<file path="src/rtl/fpga_spi_pkg.sv">
// Shared state encoding and default parameters for the FPGA_SPI master, slave and benches.
// The master's SPI_LSB_FIRST_EN build option selects LSB-first shifting.
package fpga_spi_pkg;

  localparam logic [1:0] IDLE  = 2'd0;
  localparam logic [1:0] LEAD  = 2'd1;
  localparam logic [1:0] SHIFT = 2'd2;
  localparam logic [1:0] GAP   = 2'd3;

  typedef enum logic [1:0] {
    S_IDLE  = IDLE,
    S_LEAD  = LEAD,
    S_SHIFT = SHIFT,
    S_GAP   = GAP
  } spi_state_e;

  localparam int DEF_DATA_W  = 8;
  localparam int DEF_CLK_DIV = 5;
  localparam int DEF_SS_LEAD = 25;
  localparam int DEF_SS_GAP  = 2;

  // Width of a counter that must hold values 0..max_val.
  function automatic int cnt_w(input int max_val);
    return $clog2(max_val) + 1;
  endfunction

endpackage

</file>
<file path="src/rtl/fpga_spi_clkgen.sv">
// SCLK generator: toggles SCLK every CLK_DIV enabled cycles and flags the edge
// that is about to happen with single-cycle rise/fall strobes.
module fpga_spi_clkgen
  import fpga_spi_pkg::*;
#(
  parameter int CLK_DIV = DEF_CLK_DIV
) (
  input  logic clk,
  input  logic rst,
  input  logic en_i,
  input  logic clr_i,
  output logic sclk_o,
  output logic rise_o,
  output logic fall_o
);

  localparam int DW = cnt_w(CLK_DIV - 1);
  localparam logic [DW-1:0] DIV_LAST = DW'(CLK_DIV - 1);

  logic [DW-1:0] div_q, div_d;
  logic          sclk_q, sclk_d;
  logic          wrap;

  // Strobes are valid in the cycle before the CLK edge that moves SCLK.
  assign wrap   = en_i && !clr_i && (div_q == DIV_LAST);
  assign rise_o = wrap && !sclk_q;
  assign fall_o = wrap && sclk_q;
  assign sclk_o = sclk_q;

  always_comb begin
    div_d  = div_q;
    sclk_d = sclk_q;
    if (clr_i) begin
      div_d  = '0;
      sclk_d = 1'b0;
    end else if (en_i) begin
      if (wrap) begin
        div_d  = '0;
        sclk_d = !sclk_q;
      end else begin
        div_d = div_q + DW'(1);
      end
    end
  end

  always_ff @(posedge clk or posedge rst) begin
    if (rst) begin
      div_q  <= '0;
      sclk_q <= 1'b0;
    end else begin
      div_q  <= div_d;
      sclk_q <= sclk_d;
    end
  end

endmodule

</file>
<file path="src/rtl/fpga_spi_master.sv">
// SPI mode-0 master with START/BUSY/DONE handshake, one word per transfer.
// Define SPI_LSB_FIRST_EN for LSB-first shifting; default build is MSB-first.
module fpga_spi_master
  import fpga_spi_pkg::*;
#(
  parameter int DATA_W  = DEF_DATA_W,
  parameter int CLK_DIV = DEF_CLK_DIV,
  parameter int SS_LEAD = DEF_SS_LEAD,
  parameter int SS_GAP  = DEF_SS_GAP
) (
  input  logic              CLK,
  input  logic              RST,
  input  logic              START,
  input  logic [DATA_W-1:0] TX_DATA,
  output logic              BUSY,
  output logic              DONE,
  output logic [DATA_W-1:0] RX_DATA,
  output logic              SCLK,
  output logic              MOSI,
  input  logic              MISO,
  output logic              SS
);

  localparam int LW = cnt_w(SS_LEAD);
  localparam int GW = cnt_w(SS_GAP);
  localparam int BW = cnt_w(DATA_W);
  localparam logic [LW-1:0] LEAD_LAST = LW'(SS_LEAD - 1);
  localparam logic [GW-1:0] GAP_LAST  = GW'(SS_GAP - 1);
  localparam logic [BW-1:0] BITS      = BW'(DATA_W);

  spi_state_e        state_q;
  logic [LW-1:0]     lead_cnt_q;
  logic [GW-1:0]     gap_cnt_q;
  logic [BW-1:0]     bit_cnt_q;
  logic [DATA_W-1:0] tx_q, rx_q, rx_data_q;
  logic              ss_q, mosi_q, busy_q, done_q;
  logic              sclk_en, sclk_rise, sclk_fall;
  logic              first_bit, next_bit;
  logic [DATA_W-1:0] tx_shifted, rx_shifted;

  assign sclk_en = (state_q == S_SHIFT);

  fpga_spi_clkgen #(.CLK_DIV(CLK_DIV)) u_clkgen (
    .clk    (CLK),
    .rst    (RST),
    .en_i   (sclk_en),
    .clr_i  (!sclk_en),
    .sclk_o (SCLK),
    .rise_o (sclk_rise),
    .fall_o (sclk_fall)
  );

`ifdef SPI_LSB_FIRST_EN
  assign first_bit  = TX_DATA[0];
  assign next_bit   = tx_q[1];
  assign tx_shifted = tx_q >> 1;
  assign rx_shifted = {MISO, rx_q[DATA_W-1:1]};
`else
  assign first_bit  = TX_DATA[DATA_W-1];
  assign next_bit   = tx_q[DATA_W-2];
  assign tx_shifted = tx_q << 1;
  assign rx_shifted = {rx_q[DATA_W-2:0], MISO};
`endif

  always_ff @(posedge CLK or posedge RST) begin
    if (RST) begin
      state_q    <= S_IDLE;
      lead_cnt_q <= '0;
      gap_cnt_q  <= '0;
      bit_cnt_q  <= '0;
      tx_q       <= '0;
      rx_q       <= '0;
      rx_data_q  <= '0;
      ss_q       <= 1'b1;
      mosi_q     <= 1'b0;
      busy_q     <= 1'b0;
      done_q     <= 1'b0;
    end else begin
      done_q <= 1'b0;
      case (state_q)
        S_IDLE: begin
          if (START) begin
            tx_q       <= TX_DATA;
            mosi_q     <= first_bit;
            ss_q       <= 1'b0;
            busy_q     <= 1'b1;
            lead_cnt_q <= '0;
            bit_cnt_q  <= '0;
            state_q    <= S_LEAD;
          end
        end
        S_LEAD: begin
          if (lead_cnt_q == LEAD_LAST) state_q <= S_SHIFT;
          else lead_cnt_q <= lead_cnt_q + LW'(1);
        end
        S_SHIFT: begin
          if (sclk_rise) begin
            rx_q      <= rx_shifted;
            bit_cnt_q <= bit_cnt_q + BW'(1);
          end else if (sclk_fall) begin
            // The falling edge after the last rise closes the frame.
            if (bit_cnt_q == BITS) begin
              ss_q      <= 1'b1;
              mosi_q    <= 1'b0;
              rx_data_q <= rx_q;
              done_q    <= 1'b1;
              gap_cnt_q <= '0;
              state_q   <= S_GAP;
            end else begin
              tx_q   <= tx_shifted;
              mosi_q <= next_bit;
            end
          end
        end
        S_GAP: begin
          if (gap_cnt_q == GAP_LAST) begin
            busy_q  <= 1'b0;
            state_q <= S_IDLE;
          end else begin
            gap_cnt_q <= gap_cnt_q + GW'(1);
          end
        end
        default: state_q <= S_IDLE;
      endcase
    end
  end

  assign BUSY    = busy_q;
  assign DONE    = done_q;
  assign RX_DATA = rx_data_q;
  assign MOSI    = mosi_q;
  assign SS      = ss_q;

endmodule

</file>
<file path="config.mk">
export PLATFORM = sky130hd
export DESIGN_NAME = fpga_spi_master
export DESIGN_NICKNAME = d
export VERILOG_FILES = /design/src/rtl/fpga_spi_pkg.sv /design/src/rtl/fpga_spi_clkgen.sv /design/src/rtl/fpga_spi_master.sv
export SDC_FILE = /design/constraint.sdc
export NUM_CORES = 1
export LEC_CHECK = 0
export ABC_AREA = 1
export BUFFER_PORTS_ARGS = -buffer_cell sky130_fd_sc_hd__buf_2
export CORE_MARGIN = 4
export CORE_UTILIZATION = 53
export CTS_CLUSTER_DIAMETER = 30
export CTS_CLUSTER_SIZE = 14
export DETAILED_ROUTE_END_ITERATION = 16
export MAX_ROUTING_LAYER = met4
export PLACE_DENSITY = 0.73
export SLEW_MARGIN = 30
export SYNTH_ARGS = -nofsm -noshare
export SYNTH_HDL_FRONTEND = slang
export SYNTH_HIERARCHICAL = 1
export SYNTH_SLANG_ARGS = --single-unit
</file>
<file path="constraint.sdc">
create_clock -name CLK -period 2.9 [get_ports CLK]
set_input_delay 0.145 -clock CLK [delete_from_list [all_inputs] [get_ports CLK]]
set_output_delay 0.145 -clock CLK [all_outputs]
set_load 0.03 [all_outputs]
</file>
==> flow_summary.json, run 1 <==
{
  "min_period_ps": 2290,
  "cp_max_fo": 21,
  "yosys_warnings": 6,
  "hold_start": "TX_DATA[0]",
  "peakVddDrop_mv": 0.487,
  "timing.rr.start": "state_q[0]",
  "row_count": 23,
  "post_cts_buffers": 0,
  "finalCritPeriodShare": 0.790,
  "insertion_delay_ps": 300,
  "critPathKind": "reg2reg",
  "reg2regPathDepth": 12,
  "layout_common_cells": "76 x nand2_1, 44 x dfrtp_1, 38 x inv_1",
  "grt-ovfl-total": 0,
  "dieArea_mm2": 0.00553,
  "fmax_mhz": 436,
  "synth_area_mm2": 0.00233,
  "port_buffers": 24,
  "relSlewSlack": 0.490,
  "hold_end": "tx_q[0]",
  "cts.clk_slew.worst_paths_ps": 90,
  "holdPathStages": 3,
  "netlist.area_leader.share": 0.472,
  "core-area_mm2": 0.00412,
  "die_y_um": 74.4,
  "drv_cap": 0,
  "grt_pass1_wl_um": 7480,
  "via_count": 1784,
  "required_ps": 3120,
  "drive_above_1_share": 0.197,
  "reg2reg_slack_ps": 610,
  "cts_tree": "done",
  "ys_ff_latch": 45,
  "drtIter0Drc": 71,
  "htree_num_levels": 2,
  "leakage_nw": 1.38,
  "io_pins": 25,
  "synth_area_leader_cell": "dfrtp_1",
  "setup-tns-final_ps": 0,
  "r2r-end": "tx_q[3]",
  "syn_area_per_cell_um2": 8.55,
  "skew_ps": 8.13,
  "endpoint_kind": "register",
  "diodes": 0,
  "root_buffer": "clkbuf_8",
  "final_common_cell": "nand2_1",
  "tightest_slew_ps": 764,
  "status": "finished, final reports clean",
  "cp.arrival_ps": 2510,
  "cts_sinks": 45,
  "start_util": 0.567,
  "finalMaxSlewViolations": 0,
  "wirelength_um": 4310,
  "seq_area_mm2": 0.00113,
  "synthDistinctLibCells": 26,
  "die_w_um": 74.4,
  "vias_per_cell": 5.04,
  "clk_path_buf_depth": 2,
  "cp-start-kind": "register",
  "ant_nets": 0,
  "routedWlPerCell_um": 12.2,
  "synthTopCellsByArea": "dfrtp_1 47%, nand2_1 12%, ha_1 6.4%",
  "dp_hpwl_um": 3130,
  "grt_pass1_vias": 1743,
  "grt_max_degree": 24,
  "fill_cells": 365,
  "drc_errors": 0,
  "antenna_found_initial": 0,
  "timing.final.setup_violations": 0,
  "hold_viol_final": 0,
  "postSynthCellCount": 273,
  "ys_seq_area_frac": 0.483,
  "grtUsageTotal": 0.180,
  "rsz0062_at_grt": "false",
  "dr.pass1.iters": 4,
  "final_nets": 327,
  "place_congestion": 0.807,
  "hold_path_class": "in2reg",
  "power.density_mw_per_mm2": 832,
  "place_area_mm2": 0.00250,
  "cts_made_buffers": 5,
  "fin_area_mm2": 0.00263,
  "area_delta_synth_final_pct": 12.6,
  "multi_input_area_mm2": 0.00102,
  "syn-num-nets": 297
}
==> cell families (layout without fill, tap and decap cells) <==
kind of cell | after synthesis | count (layout) | share of synthesized area
compound gates | 41 | 41 | 0.116
fa+ha+maj | 12 | 12 | 0.0643
buf+inv | 45 | 76 | 0.0799
flops | 45 | 45 | 0.483
mux | 6 | 6 | 0.0257
simple gates | 124 | 124 | 0.232
==> per-stage QoR <==
step | total power [mW] | hold WS [ps] | util | setup WS, ps | std cells
2_1_floorplan | 1.54 | -88.9 | - | 852 | 273
3_3_place_gp | 1.68 | 39.7 | 0.608 | 722 | 345
3_5_place_dp | 1.71 | 37.8 | 0.608 | 618 | 345
4_1_cts | 2.21 | 36.7 | 0.639 | 591 | 354
5_1_grt | 2.37 | 39.1 | 0.639 | 436 | 354
6_report | 2.19 | 40.4 | 0.639 | 609 | 354
==> where the power goes <==
part	leakage (nW)	internal, mW	switching [mW]
Sequential	0.600	0.747	0.0878
Clock	0.0585	0.281	0.213
Combinational	0.721	0.293	0.568
Total	1.38	1.32	0.868
==> per-layer routing <==
layer / up-vias / part of all wire / global-route usage
met1: 820 / 0.47 / 0.222
met3: 9 / 0.031 / 0.0405
met2: 22 / 0.48 / 0.289
li1: 933 / - / -
met4: 0 / 0.018 / 0.0692
met5: - / 0 / -
==> Yosys cell counts <==
cell type	number
nor2_4	1
inv_1	38
nor2_1	16
ha_1	12
inv_2	2
nand3_1	12
clkbuf_1	1
dfstp_2	1
o21bai_1	1
nor3b_1	1
nand3_2	1
o21ai_0	19
buf_6	2
mux2i_1	6
nor2_2	1
nand2_2	4
o21ai_2	15
nand4_1	11
o21ai_1	1
a21oi_1	3
nand2_1	76
o211ai_1	1
dfrtp_1	44
buf_2	2
or2_2	1
o2111ai_1	1
==> worst max path at each step <==
stage | from | end | slack (ps)
detailed placement | state_q[0] | tx_q[3] | 620
floorplan | state_q[0] | tx_q[1] | 850
global route | state_q[0] | tx_q[1] | 440
finish | state_q[0] | tx_q[3] | 610
CTS | state_q[0] | tx_q[3] | 590
global placement | state_q[0] | tx_q[1] | 720
==> final cells by class <==
cell class	instances	share of cell area
flip-flops and latches	45	0.429
clock inverters	1	0.0114
well taps	50	0.0238
inverters	40	0.0571
multi-input cells	183	0.388
repair buffers	28	0.0580
clock buffers	7	0.0328
==> state kept, by name (all words and copies together) (netlist names) <==
name	count
MOSI	1
state_q	2
SS	1
tx_q	7
u_clkgen/sclk_o	1
rx_q	8
u_clkgen/div_q	3
DONE	1
BUSY	1
lead_cnt_q	6
gap_cnt_q	2
RX_DATA	8
bit_cnt_q	4
==> critical path, cell delays in order (launching register included) <==
cell	delay, ps
dfrtp_1	420
inv_1	120
ha_1	190
buf_4	260
nand4_1	190
nor2_1	160
nand2_1	70
buf_4	210
o21ai_2	100
nor2_4	60
nand2_2	240
nand2_1	110
o21ai_2	70
==> what timing repair did <==
item | 4_1_cts | 5_1_grt
endpoints found under the hold margin | 4 | 0
gates resized for setup | 0 | 0
hold buffers | 1 | 0
(Power assumes the default switching activity.)
==> inputs of run 2 (changes only) <==
Settings changed: ABC_AREA 1 to 0.
Clock period 2.9 ns to 2.35 ns, I/O delays scaled along.
==> run 2 against run 1 <==
  * Synthesized cell count is 23% lower
  * Register-to-register slack worse by 470 ps
  * Routed wire length is 0.19% lower
  * Final area hardly changed
  * Area after synthesis is 1.7% lower
  * Global-route usage is 0.70 points higher
  * Non-clock buffer count is 6 higher
  * Sequential power is 6.6% lower
  * Largest cell class unchanged
==> flow_summary.json, run 2 <==
{
  "cts_made_buffers": 5,
  "drive_above_1_share": 0.286,
  "drv_cap": 0,
  "peakVddDrop_mv": 0.342,
  "place_congestion": 0.795,
  "r2r-end": "RX_DATA[1]",
  "skew_ps": 5.69,
  "start_util": 0.562,
  "crit_top_cell": "inv_1",
  "tightest_slew_ps": 669,
  "io_pins": 25,
  "synthTopCellsByCount": "44 x dfrtp_1, 16 x mux2_2, 15 x a21oi_1",
  "root_buffer": "clkbuf_8",
  "grt_pass1_wl_um": 7730,
  "dp_hpwl_um": 3110,
  "final_nets": 268,
  "holdPathStages": 2,
  "core-area_mm2": 0.00409,
  "grtUsageMet1": 0.259,
  "critPathBufInv": 3,
  "wirelength_um": 4300,
  "die_y_um": 73.8,
  "cp.arrival_ps": 2400,
  "die_w_um": 73.8,
  "met3_usage": 0.0356,
  "timing.final.setup_violations": 0,
  "reg2regPathDepth": 8,
  "via_count": 1710,
  "routedWlPerCell_um": 14.6,
  "cts_tree": "done",
  "hold_end": "rx_q[0]",
  "fin_area_mm2": 0.00263,
  "hold_path_class": "in2reg",
  "synth_edf_count": 0,
  "syn_area_per_cell_um2": 10.9,
  "insertion_delay_ps": 300,
  "grtUsageTotal": 0.187,
  "hold_viol_final": 0,
  "slowest_delay_ps": 410,
  "reg2reg_slack_ps": 140,
  "final_common_cell": "dfrtp_1",
  "dieArea_mm2": 0.00545,
  "endpoint_kind": "register",
  "yosys_warnings": 6,
  "postSynthCellCount": 210,
  "min_period_ps": 2210,
  "leakage_nw": 1.36,
  "required_ps": 2540,
  "cts_sinks": 45,
  "cp_max_fo": 11,
  "drtIter0Drc": 88,
  "ant_nets": 0,
  "status": "finished, final reports clean",
  "dpl.cell_count": 286,
  "htree_num_levels": 2,
  "cp-start-kind": "register",
  "area_delta_synth_final_pct": 14.7,
  "row_count": 23,
  "final_util": 0.644,
  "cp_top_family": "simple AND/OR/NAND/NOR gates",
  "diodes": 0,
  "antenna_found_initial": 0,
  "cp-startpoint": "state_q[0]",
  "clk_path_buf_depth": 2,
  "cpMaxStageDelayCell": "dfrtp_1",
  "cts.clk_slew.worst_paths_ps": 80,
  "grt-ovfl-total": 0,
  "dr.pass1.iters": 4,
  "fmax_mhz": 452,
  "synthTopCellsByArea": "dfrtp_1 48%, mux2_2 7.8%, ha_1 6.5%",
  "grt_pass1_vias": 1658,
  "grt-busiest-layer": "met2",
  "netlist.area_leader.share": 0.480,
  "layout_common_cells": "44 x dfrtp_1, 24 x buf_2, 16 x mux2_2",
  "syn-num-nets": 234,
  "hold_start": "MISO",
  "vias_per_cell": 5.80,
  "synth_area_leader_cell": "dfrtp_1",
  "drc_errors": 0,
  "synthDistinctLibCells": 45,
  "use_met2": 0.277,
  "synth_async_sr_flop_share": 1.00,
  "synth-main-ff-cell": "dfrtp_1",
  "finalCritPeriodShare": 0.940,
  "timing.rr.start": "state_q[0]",
  "finalMaxSlewViolations": 0,
  "grt_max_degree": 42,
  "power_mw": 1.31,
  "relSlewSlack": 0.550,
  "fin_hold_ws_ps": 47.1,
  "ys_ff_latch": 45,
  "port_buffers": 24,
  "final_cells": 295,
  "post_cts_buffers": 0,
  "place_area_mm2": 0.00250,
  "ys_seq_area_frac": 0.491,
  "synth_area_mm2": 0.00230,
  "synth_most_common_cell": "dfrtp_1",
  "path_cells": "inv_1 -> ha_1 -> inv_1 -> nor4bb_2 -> nand2b_2 -> nor3_2 -> buf_4 -> mux2_2",
  "power.density_mw_per_mm2": 497,
  "critPathKind": "reg2reg"
}
-- run 2: power breakdown --
part	internal (mW)	leakage, nW	switching, mW
sequential	0.777	0.581	0.00254
clock	0.217	0.0452	0.279
combinational	0.0126	0.731	0.0213
total	1.01	1.36	0.303
-- run 2: worst register-to-register path, stage by stage (launching register included) --
cell and delay, ps:
dfrtp_1 410, inv_1 130, ha_1 240, inv_1 100
nor4bb_2 340, nand2b_2 150, nor3_2 170, buf_4 210
mux2_2 350
-- run 2: worst max-delay path by stage --
stage	to	slack, ps	cells after the start
after global placement	state_q[1]	210	8
after floorplan	RX_DATA[0]	90	9
final	RX_DATA[1]	140	8
after global routing	RX_DATA[0]	-7	8
after CTS	state_q[1]	60	8
after detailed placement	state_q[1]	70	8
-- run 2: final cells by class --
cell class / count / area (um^2)
Clock buffer: 5 / 68.8
Clock inverter: 3 / 25.0
Fill cell: 334 / 1450
Inverter: 14 / 52.6
Multi-Input combinational cell: 144 / 1100
Sequential cell: 45 / 1130
Tap cell: 50 / 62.6
Timing Repair Buffer: 34 / 198
-- run 2: stage by stage --
step,setup slack (ps),TNS (ps)
global placement,210,0
global route,-6.79,-6.79
CTS,62.2,0
finish,140,0
detailed placement,68.6,0
floorplan,93.6,0
-- run 2: logic make-up (layout without fill, tap and decap cells) --
kind of cell | Yosys count | in the layout | share of synthesized area
AND/OR/NAND/NOR | 52 | 52 | 0.126
adder cells (fa/ha/maj) | 12 | 12 | 0.0654
flip-flops | 45 | 45 | 0.491
buffers and inverters | 21 | 56 | 0.0409
multiplexers | 23 | 23 | 0.111
AO/OA/AOI/OAI | 56 | 56 | 0.162
XOR/XNOR | 1 | 1 | 0.00382
-- run 2: per-layer routing --
layer,vias to the layer above,wire length [um]
met3,9,192
li1,835,-
met2,39,2030
met5,-,0
met4,0,72
met1,827,2010
-- run 2: repair_timing --
item | 4_1_cts | 5_1_grt
hold endpoints to repair | 44 | 0
setup endpoints to repair | 0 | 11
hold buffers | 1 | 0
resized for setup | 0 | 5
==> inputs of run 3 (changes only) <==
Settings changed: PLACE_DENSITY 0.73 to 0.81.
==> run 3 against run 2 <==
  * Critical path depth stayed put
  * Power is 7.0% higher
  * Maximum frequency fell by 2.6%
  * Worst hold slack better by 2.8 ps
  * Final area increased by 1.7%
  * Register-to-register slack got worse by 60 ps
  * Clock power up 19%
  * Sequential share of layout area decreased by 0.72 points
  * Die area stayed put
  * Global-route usage grew 0.054 points
  * Sequential cell count unchanged
  * Critical endpoint is now RX_DATA[7]
  * Largest cell class unchanged
  * Highest routed layer unchanged
==> flow_summary.json, run 3 (synthesis results as in run 2) <==
{
  "status": "finished, final reports clean",
  "final_util": 0.655,
  "p_switching_uw": 294,
  "slowest_delay_ps": 400,
  "reg2regPathDepth": 8,
  "layout_common_cells": "44 x dfrtp_1, 25 x buf_2, 16 x mux2_2",
  "grt-ovfl-total": 0,
  "clk_path_buf_depth": 2,
  "final_common_cell": "dfrtp_1",
  "endpoint_kind": "register",
  "post_cts_buffers": 0,
  "finalCritPeriodShare": 0.966,
  "drtIter0Drc": 136,
  "met3_usage": 0.0520,
  "required_ps": 2540,
  "fmax_mhz": 441,
  "grt_max_degree": 42,
  "use_met2": 0.281,
  "dr.pass1.iters": 4,
  "dieArea_mm2": 0.00545,
  "tightest_slew_ps": 765,
  "timing.final.setup_violations": 0,
  "clockPowerShare": 0.420,
  "routedWlPerCell_um": 15.4,
  "area_delta_synth_final_pct": 16.6,
  "hold_viol_final": 0,
  "power_mw": 1.40,
  "hold_path_class": "in2reg",
  "root_buffer": "clkbuf_8",
  "skew_ps": 3.97,
  "power.density_mw_per_mm2": 523,
  "cpMaxStageDelayCell": "dfrtp_1",
  "place_congestion": 0.867,
  "crit_top_cell": "inv_1",
  "port_buffers": 24,
  "grt_pass1_vias": 1681,
  "min_period_ps": 2270,
  "critPathKind": "reg2reg",
  "relSlewSlack": 0.485,
  "seqPwrFrac": 0.556,
  "grt-busiest-layer": "met2",
  "htree_num_levels": 2,
  "rsz0062_at_grt": "true",
  "die_y_um": 73.8,
  "holdPathStages": 2,
  "setup-tns-final_ps": 0,
  "cts_sinks": 45,
  "vias_per_cell": 5.74,
  "place_area_mm2": 0.00252,
  "grt_pass1_wl_um": 7670,
  "grtUsageMet1": 0.257,
  "diodes": 0,
  "drv_cap": 0,
  "peakVddDrop_mv": 0.483,
  "fin_area_mm2": 0.00268,
  "grtUsageTotal": 0.188,
  "drive_above_1_share": 0.298,
  "io_pins": 25,
  "p_comb_frac": 0.024,
  "cp_max_fo": 5,
  "die_w_um": 73.8,
  "power.internal_mw": 1.11,
  "cts_tree": "done",
  "antenna_found_initial": 0,
  "wirelength_um": 4600,
  "path_cells": "inv_1 -> ha_2 -> inv_1 -> nor4bb_2 -> nand2b_2 -> nor3_2 -> buf_2 -> mux2_2",
  "final_nets": 271,
  "cts_made_buffers": 5,
  "core-area_mm2": 0.00409,
  "drc_errors": 0,
  "via_count": 1711,
  "start_util": 0.562,
  "ant_nets": 0,
  "insertion_delay_ps": 300,
  "leakage_nw": 1.38,
  "dp_hpwl_um": 3240,
  "row_count": 23,
  "finalMaxSlewViolations": 0,
  "cp-start-kind": "register",
  "switching_share": 0.210,
  "cts.clk_slew.worst_paths_ps": 80,
  "cp.arrival_ps": 2460
}
run 3: power by group through the flow:
stage	combinational, mW	clock [mW]	sequential, mW
2_1_floorplan	0.0183	0	0.794
3_3_place_gp	0.0328	0	0.795
3_5_place_dp	0.0337	0	0.795
4_1_cts	0.0349	0.602	0.780
5_1_grt	0.0388	0.635	0.780
6_report	0.0336	0.588	0.780
run 3: final timing paths:
path / startpoint / to / slack, ps
min in group asynchronous: RST / u_clkgen/div_q[2] / 230
hold / removal: MISO / rx_q[0] / 50
setup / recovery: state_q[0] / RX_DATA[7] / 80
hold reg to reg: gap_cnt_q[0] / gap_cnt_q[0] / 500
setup reg to reg: state_q[0] / RX_DATA[7] / 80
max in group asynchronous: RST / SS / 1500
run 3: stage by stage:
step / setup WS [ps] / hold slack, ps / cells
CTS: 18.4 / 44.2 / 297
global placement: 166 / 10.5 / 288
detailed placement: 4.05 / 25.0 / 288
global route: -26.5 / 50.4 / 298
floorplan: 93.6 / -116 / 210
finish: 80.5 / 49.9 / 298
run 3: metal layers:
metal	wire length, um	vias to the layer above	share of wire
met4	68	0	0.015
met2	2200	37	0.48
li1	-	840	-
met5	0	-	0
met1	2150	826	0.47
met3	171	8	0.037
run 3: cell type report:
| type | count | area [um^2] |
|---|---|---|
| Tap cell | 50 | 62.6 |
| Clock inverter | 3 | 46.3 |
| Sequential cell | 45 | 1130 |
| Clock buffer | 5 | 68.8 |
| Multi-Input combinational cell | 144 | 1100 |
| Inverter | 14 | 52.6 |
| Fill cell | 323 | 1410 |
| Timing Repair Buffer | 37 | 218 |
run 3: repair_timing:
action / in CTS / in global routing
hold buffers: 1 / 0
gates cloned: 0 / 1
endpoints found under the setup margin: 1 / 25
pin swaps: 0 / 0
hold endpoints to repair: 44 / 0
gates resized for setup: 1 / 7
run 3: worst max-delay path: cells and delay by family (launching register included):
kind                       cells  cell delay (ps)
and+or+nand+nor                3              720
muxes                          1              350
buffers and inverters          3              450
DFF                            1              400
adders and majority gates      1              250
